==> src/rtl/valida_rega_multi.sv <==
// valida_rega_multi: multi-zone irrigation request validator.
// Each zone runs its own registered state machine. A zone waters for a minimum number of
// cycles once started, only MAX_ATIVAS zones may water at once, and errors are sticky
// until they are cleared.
// Optional feature: define VALIDA_REGA_CONT_ERRO_EN to build the saturating error-entry
// counter on erro_cnt. Without it, erro_cnt is tied to zero.
module valida_rega_multi #(
  parameter int NZ         = 4,
  parameter int MIN_CICLOS = 8,
  parameter int MAX_ATIVAS = 2
) (
  input  logic            clk,
  input  logic            reset,
  input  logic [NZ-1:0]   asp,
  input  logic [NZ-1:0]   got,
  input  logic [1:0]      mef1,
  input  logic            limpeza,
  input  logic            VE,
  input  logic            clr_erro,
  output logic [2*NZ-1:0] rega,
  output logic [NZ-1:0]   erro,
  output logic            erro_any,
  output logic [7:0]      erro_cnt
);

  localparam int CW = $clog2(MIN_CICLOS + 1);

  typedef enum logic [1:0] {
    OCIOSO   = 2'd0,
    ASPERSAO = 2'd1,
    GOTEJ    = 2'd2,
    ERRO     = 2'd3
  } zona_t;

  zona_t         estado_q [NZ];
  zona_t         estado_d [NZ];
  logic [CW-1:0] cnt_q    [NZ];
  logic [CW-1:0] cnt_d    [NZ];
  logic [NZ-1:0] req;
  logic [NZ-1:0] err;
  logic [NZ-1:0] erro_d;
  int            ativas;
  int            iniciando;

  assign req = asp | got;
  assign err = ({NZ{limpeza}} & req)
             | ({NZ{mef1 != 2'b11}} & req)
             | (asp & got)
             | ({NZ{VE}} & req);

  // Per-zone next state, run counter and admission; lower zone indices claim free slots first
  always_comb begin
    ativas    = 0;
    iniciando = 0;
    for (int i = 0; i < NZ; i++) begin
      if (estado_q[i] == ASPERSAO || estado_q[i] == GOTEJ) begin
        ativas = ativas + 1;
      end
    end
    for (int i = 0; i < NZ; i++) begin
      estado_d[i] = estado_q[i];
      cnt_d[i]    = cnt_q[i];
      case (estado_q[i])
        OCIOSO: begin
          if (err[i]) begin
            estado_d[i] = ERRO;
          end else if (req[i] && ((ativas + iniciando) < MAX_ATIVAS)) begin
            estado_d[i] = asp[i] ? ASPERSAO : GOTEJ;
            cnt_d[i]    = '0;
            iniciando   = iniciando + 1;
          end
        end
        ASPERSAO, GOTEJ: begin
          // the counter holds completed cycles, so the cycle now ending makes it cnt_q+1
          if (err[i]) begin
            estado_d[i] = ERRO;
          end else if ((cnt_q[i] >= CW'(MIN_CICLOS - 1)) &&
                       !((estado_q[i] == ASPERSAO) ? asp[i] : got[i])) begin
            estado_d[i] = OCIOSO;
          end else if (cnt_q[i] < CW'(MIN_CICLOS)) begin
            cnt_d[i] = cnt_q[i] + CW'(1);
          end
        end
        ERRO: begin
          if (clr_erro && !req[i] && !err[i]) begin
            estado_d[i] = OCIOSO;
          end
        end
        default: estado_d[i] = OCIOSO;
      endcase
      erro_d[i] = (estado_d[i] == ERRO);
    end
  end

  // State, counters and all outputs are registered from the next-state values
  always_ff @(posedge clk) begin
    if (reset) begin
      for (int i = 0; i < NZ; i++) begin
        estado_q[i] <= OCIOSO;
        cnt_q[i]    <= '0;
      end
      rega     <= '0;
      erro     <= '0;
      erro_any <= 1'b0;
    end else begin
      for (int i = 0; i < NZ; i++) begin
        estado_q[i]   <= estado_d[i];
        cnt_q[i]      <= cnt_d[i];
        rega[2*i+1]   <= (estado_d[i] == ASPERSAO);
        rega[2*i]     <= (estado_d[i] == GOTEJ);
      end
      erro     <= erro_d;
      erro_any <= |erro_d;
    end
  end

`ifdef VALIDA_REGA_CONT_ERRO_EN
  int         entradas;
  logic [8:0] soma;

  // Count zones that enter ERRO this cycle and add them to the saturating total
  always_comb begin
    entradas = 0;
    for (int i = 0; i < NZ; i++) begin
      if (erro_d[i] && (estado_q[i] != ERRO)) begin
        entradas = entradas + 1;
      end
    end
    soma = {1'b0, erro_cnt} + 9'(entradas);
  end

  // Error-entry counter saturates at 255 and clears only on reset
  always_ff @(posedge clk) begin
    if (reset) begin
      erro_cnt <= 8'd0;
    end else begin
      erro_cnt <= soma[8] ? 8'd255 : soma[7:0];
    end
  end
`else
  assign erro_cnt = 8'd0;
`endif

endmodule
==> config.mk <==
export PLATFORM = sky130hd
export DESIGN_NAME = valida_rega_multi
export DESIGN_NICKNAME = d
export VERILOG_FILES = /design/src/rtl/valida_rega_multi.sv
export SDC_FILE = /design/constraint.sdc
export NUM_CORES = 1
export LEC_CHECK = 0
export ABC_AREA = 0
export BUFFER_PORTS_ARGS = -buffer_cell sky130_fd_sc_hd__buf_2
export CAP_MARGIN = 20
export CORE_MARGIN = 4
export CORE_UTILIZATION = 59
export CTS_CLUSTER_DIAMETER = 120
export DETAILED_ROUTE_END_ITERATION = 8
export HOLD_SLACK_MARGIN = 0.08
export PLACE_DENSITY_LB_ADDON = 0.1
export SLEW_MARGIN = 20
export SYNTH_ARGS = -nofsm -noshare
export SYNTH_HDL_FRONTEND = slang
export SYNTH_SLANG_ARGS = --single-unit
==> constraint.sdc <==
create_clock -name clk -period 6.9 [get_ports clk]
set_input_delay 0 -clock clk [delete_from_list [all_inputs] [get_ports clk]]
set_output_delay 0 -clock clk [all_outputs]
set_load 0.01 [all_outputs]
Word-level counts from Yosys, hierarchy flattened
Memory sizes are Yosys's and may differ from the RTL's.
Cells that the tools add are included.
W data, S select, Z words.
{ "totals": {"ff_bits": 13, "in_bits": 15, "mem_bits_rw": 24, "n_memories": 2, "elab_cells": 191, "out_inout_bits": 21} }
{ "mem_list": {"columns": ["name", "depth", "width", "rd", "rd_clocked_by_memory_dff", "wr", "line", "text"], "rows": [
  ["cnt_q", 4, 4, 4, 0, 4, "37", "logic [CW-1:0] cnt_q [NZ];"],
  ["estado_q", 4, 2, 4, 0, 4, "35", "zona_t estado_q [NZ];"]
]} }
{ "op_classes": {"n_reduce_logical": 41, "muxes": 80, "eq_ne": 25, "magnitude_cmp": 12, "bitwise_logic": 16, "add_sub_neg": 12} }
{ "ops": {"columns": ["cell", "n"], "rows": [
  ["$mux W32", 9],
  ["$add A32 B2 Y32 const B", 5],
  ["$lt A32 B3 Y1 const B", 4],
  ["$add A32 B32 Y32", 3],
  ["$mux W4", 24],
  ["$mux W2", 28],
  ["$eq A2 B2 Y1 const B", 16],
  ["$pmux W4 S2", 4],
  ["$pmux W2 S3", 4],
  ["$add A4 B1 Y4 const B", 4],
  ["$and A4 B4 Y4", 4],
  ["$eq A2 B1 Y1 const B", 8],
  ["$ge A4 B3 Y1 const B", 4],
  ["$logic_and A1 B1 Y1", 16],
  ["$lt A4 B4 Y1 const B", 4],
  ["$or A4 B4 Y4", 4],
  ["$logic_not A1 Y1", 12],
  ["$mux W1", 11],
  ["$logic_not A2 Y1", 4],
  ["$or A1 B1 Y1", 8],
  ["$reduce_or A2 Y1", 4],
  ["$logic_or A1 B1 Y1", 4],
  ["$reduce_or A4 Y1", 1],
  ["$ne A2 B2 Y1 const B", 1]
]} }

Depth between registers and ports, before layout
An unclocked memory read counts as a cell.
{ "depth": {"depth_word": 35, "mapped_depth": 29, "ltp_nobuf": 29} }

Least setup slack after synthesis
OpenSTA, ideal clock, no wires.
{ "synth_timing": {"kind": "register to register", "from": "memory estado_q[1][0] (netlist name)", "to": "memory cnt_q[3][2] (netlist name)", "stages_incl_launch_ff": 29, "synth_period_minus_slack_ns": 6.276, "path_slack_ns": 0.624, "n_path_buf": 0, "t_arrival_ns": 6.143, "setup_ns": 0.133, "path_cell_list": "dfxtp_1 -> inv_1 -> ha_1 -> ha_1 -> xor2_1 -> ha_1 -> nand2_1 -> xnor2_2 -> nand3_1 -> inv_1 -> ha_1 -> nand2_1 -> o31ai_1 -> xnor2_1 -> ha_1 -> xnor3_1 -> nand2_1 -> a21oi_1 -> nand2_1 -> nor2_1 -> mux2_1 -> fa_1 -> nor2_1 -> a21oi_1 -> nor4_1 -> nor3b_1 -> and2_1 -> a22o_1 -> o32ai_2"} }
{ "synth_rtl": {"columns": ["item", "line"], "rows": [
  ["start: declaration", "35"],
  ["end: declaration", "37"]
]} }

==> impl_metrics.csv <==
group,metric,value,unit
floorplan,io_pins,36,
timing,drv_slew,0,
run,cap_violations,0,
power_and_ir_drop,p_leak,0.00130,uW
cts,clockBufferDepth,2,
placed_design,placedCellCount,407,
cts,clock-root-buffer,"clkbuf_8",
run_status,status,"complete, no violations",
layout,layout-drive-gt1-share,0.165,
setup_path,r2r_slack,0.51,ns
timing,finalHoldViolations,0,
layout,fillCellCount,389,
layout,syn_to_final_growth,8.79,%
grt,antenna_found_initial,0,
timing,clock_skew,0.00756,ns
cts,cts_num_sinks,37,
layout,finalNonFillerCells,416,
floorplan,die_w,77.3,um
cts,cts_tree,"built",
synthesis,ys_seq_area_frac,0.262,
timing,setup_viol,0,
drt,drt_wl_total,6290,um
synthesis,synth_flop_cell,"dfxtp_1",
grt,overflow,0,
floorplan,dieArea,5970,um^2
placed_design,dpl.hpwl,4750,um
setup_path,crit_path_top_delay_cell,"ha_2",
placed_design,gp_congestion,0.821,
synthesis,yosys_warnings,0,
drt,drt_iter0_drc,160,
timing,fmax,156,MHz
drt,avgRoutedWirePerCell,15.1,um
layout,antennaDiodeCount,0,
power_and_ir_drop,peakVddDrop,0.000279,V
grt,grt_usage,0.213,
timing,max_slew.worst_pin.slew,0.772,ns
grt,grt_pass1_wl,10600,um
power_and_ir_drop,p_total,1730,uW
floorplan,die_h,77.3,um
synthesis,synthDistinctLibCells,75,
placed_design,place_area,2970,um^2
placed_design,portBuffers,27,
synthesis,netlist_instances,338,
cts,clock_latency,0.29,ns
setup_path,cp_max_fo,11,
floorplan,core_area,4500,um^2
timing,setup_tns,0,ns
setup_path,worstPathArrival,6.55,ns
drt,via_per_inst,6.09,
synthesis,synth_area,2830,um^2
worst_hold_path,hp-class,"input pin to register",
timing,fin_crit_sh,0.927,
layout,design_area,3080,um^2
drt,first_pass_iters,5,
grt,grt_max_degree,24,
synthesis,synth_edf_count,0,
layout,final_nets,402,
setup_path,start_kind,"register",
synthesis,async_flop_share,0,
drt,num_vias,2535,
floorplan,row_count,24,
grt,grt_pass1_vias,2320,
cts,cts_inserted_buffers,5,
cts,h-tree-depth,2,
setup_path,critPathMaxStageDelay,0.48,ns
cts,clkTransAtPathRegs,0.08,ns
timing,period_needed,6.39,ns
synthesis,synth_area_per_cell,8.38,um^2
setup_path,crit_path_end_kind,"register",
drt,drc_errors,0,
synthesis,ys_ff_latch,37,
timing,max_slew_margin,0.482,
floorplan,initial_core_util,0.629,
setup_path,path_class,"register to register",
setup_path,crit_required,7.06,ns
drt,final_antenna_net_count,0,
power_and_ir_drop,power_per_cell_area,561,nW/um^2
## registers in the layout, indices dropped and copies added, names as in the netlist
register and cells:
erro 4, cnt_q 16, rega 8, estado_q 8, erro_any 1
## power breakdown
part | switching [uW] | leakage, uW | internal, uW
Clock | 77.3 | 0.0000450 | 70.0
Sequential | 41.3 | 0.000303 | 272
Combinational | 758 | 0.000954 | 509
Total | 877 | 0.00130 | 851
## worst paths after layout
check	start	endpoint	depth (start not counted)
setup / recovery	estado_q[0][1]	cnt_q[3][2]	26
setup reg to reg	estado_q[0][1]	cnt_q[3][2]	26
hold reg to reg	cnt_q[2][2]	cnt_q[2][2]	2
hold / removal	reset	cnt_q[0][0]	2
## cell families after synthesis
group | Yosys count | synth area share
other | 1 | 0.00132
AOI/OAI and AO/OA | 106 | 0.285
adders and majority gates | 25 | 0.112
and+or+nand+nor | 114 | 0.215
xor gates and xnor gates | 6 | 0.0314
buffers and inverters | 43 | 0.0711
DFF | 37 | 0.262
muxes | 6 | 0.0225
## routing by layer
layer  vias up  GRT usage  part of all wire  wire length [um]
li1       1280          -                 -                 -
met1      1174      0.283              0.47              2990
met4         0     0.0445            0.0092                58
met5         -          0                 0                 0
met3         9     0.0363             0.053               335
met2        72      0.362              0.46              2910
## repair_timing
item | in CTS | in global routing
endpoints found under the hold margin | 2 | 0
gates resized for setup | 0 | 4
endpoints found under the setup margin | 0 | 10
buffers inserted | 0 | 0
hold buffers | 1 | 0
## per-stage QoR
| step | hold slack, ns | util | worst slack [ns] |
|---|---|---|---|
| final | 0.145 | 0.684 | 0.506 |
| after global routing | 0.165 | 0.684 | -0.0107 |
| after CTS | 0.137 | 0.679 | 0.0745 |
| after detailed placement | 0.279 | 0.659 | 0.137 |
| after global placement | 0.277 | 0.659 | 0.390 |
| after floorplan | 0.0895 | - | 0.624 |
## worst max-delay path, delay by kind of cell (launching register included)
family          cells  cell delay [ns]
fa+ha+maj           6             1.82
simple gates        9             1.68
xor+xnor            4             1.00
compound gates      4             0.78
mux                 1             0.38
flops               1             0.37
buf+inv             2             0.22
## final cells by class
type	instances	area (um^2)	area share
Multi-Input combinational cell	265	1940	0.628
Sequential cell	37	741	0.240
Timing Repair Buffer	31	168	0.0544
Inverter	23	88.8	0.0288
Clock buffer	6	72.6	0.0236
Tap cell	52	65.1	0.0211
Clock inverter	2	10.0	0.00325
## layout by cell type, fill, tap and decap left out, types with 5 or more instances in the layout
master,instances
dfxtp_1,37
inv_1,21
nand2b_1,5
nor2b_1,6
nor2_1,30
conb_1,8
o21ai_0,11
clkbuf_8,5
a31oi_1,5
nand3_1,14
ha_1,22
nand2_1,25
and2_1,9
a211oi_1,8
buf_2,27
a211o_1,5
a21oi_1,27
## synthesized netlist by cell type, types with 6 or more instances
master | count | area, um^2
a211oi_1 | 8 | 60.1
inv_1 | 21 | 78.8
nor2_1 | 30 | 113
nand2_1 | 25 | 93.8
nor2b_1 | 6 | 37.5
clkbuf_1 | 8 | 30.0
o21ai_0 | 11 | 55.1
ha_1 | 23 | 288
buf_4 | 9 | 67.6
dfxtp_1 | 37 | 741
a21oi_1 | 27 | 135
nand3_1 | 14 | 70.1
and2_1 | 9 | 56.3
Power figures use the tool's default switching activity.
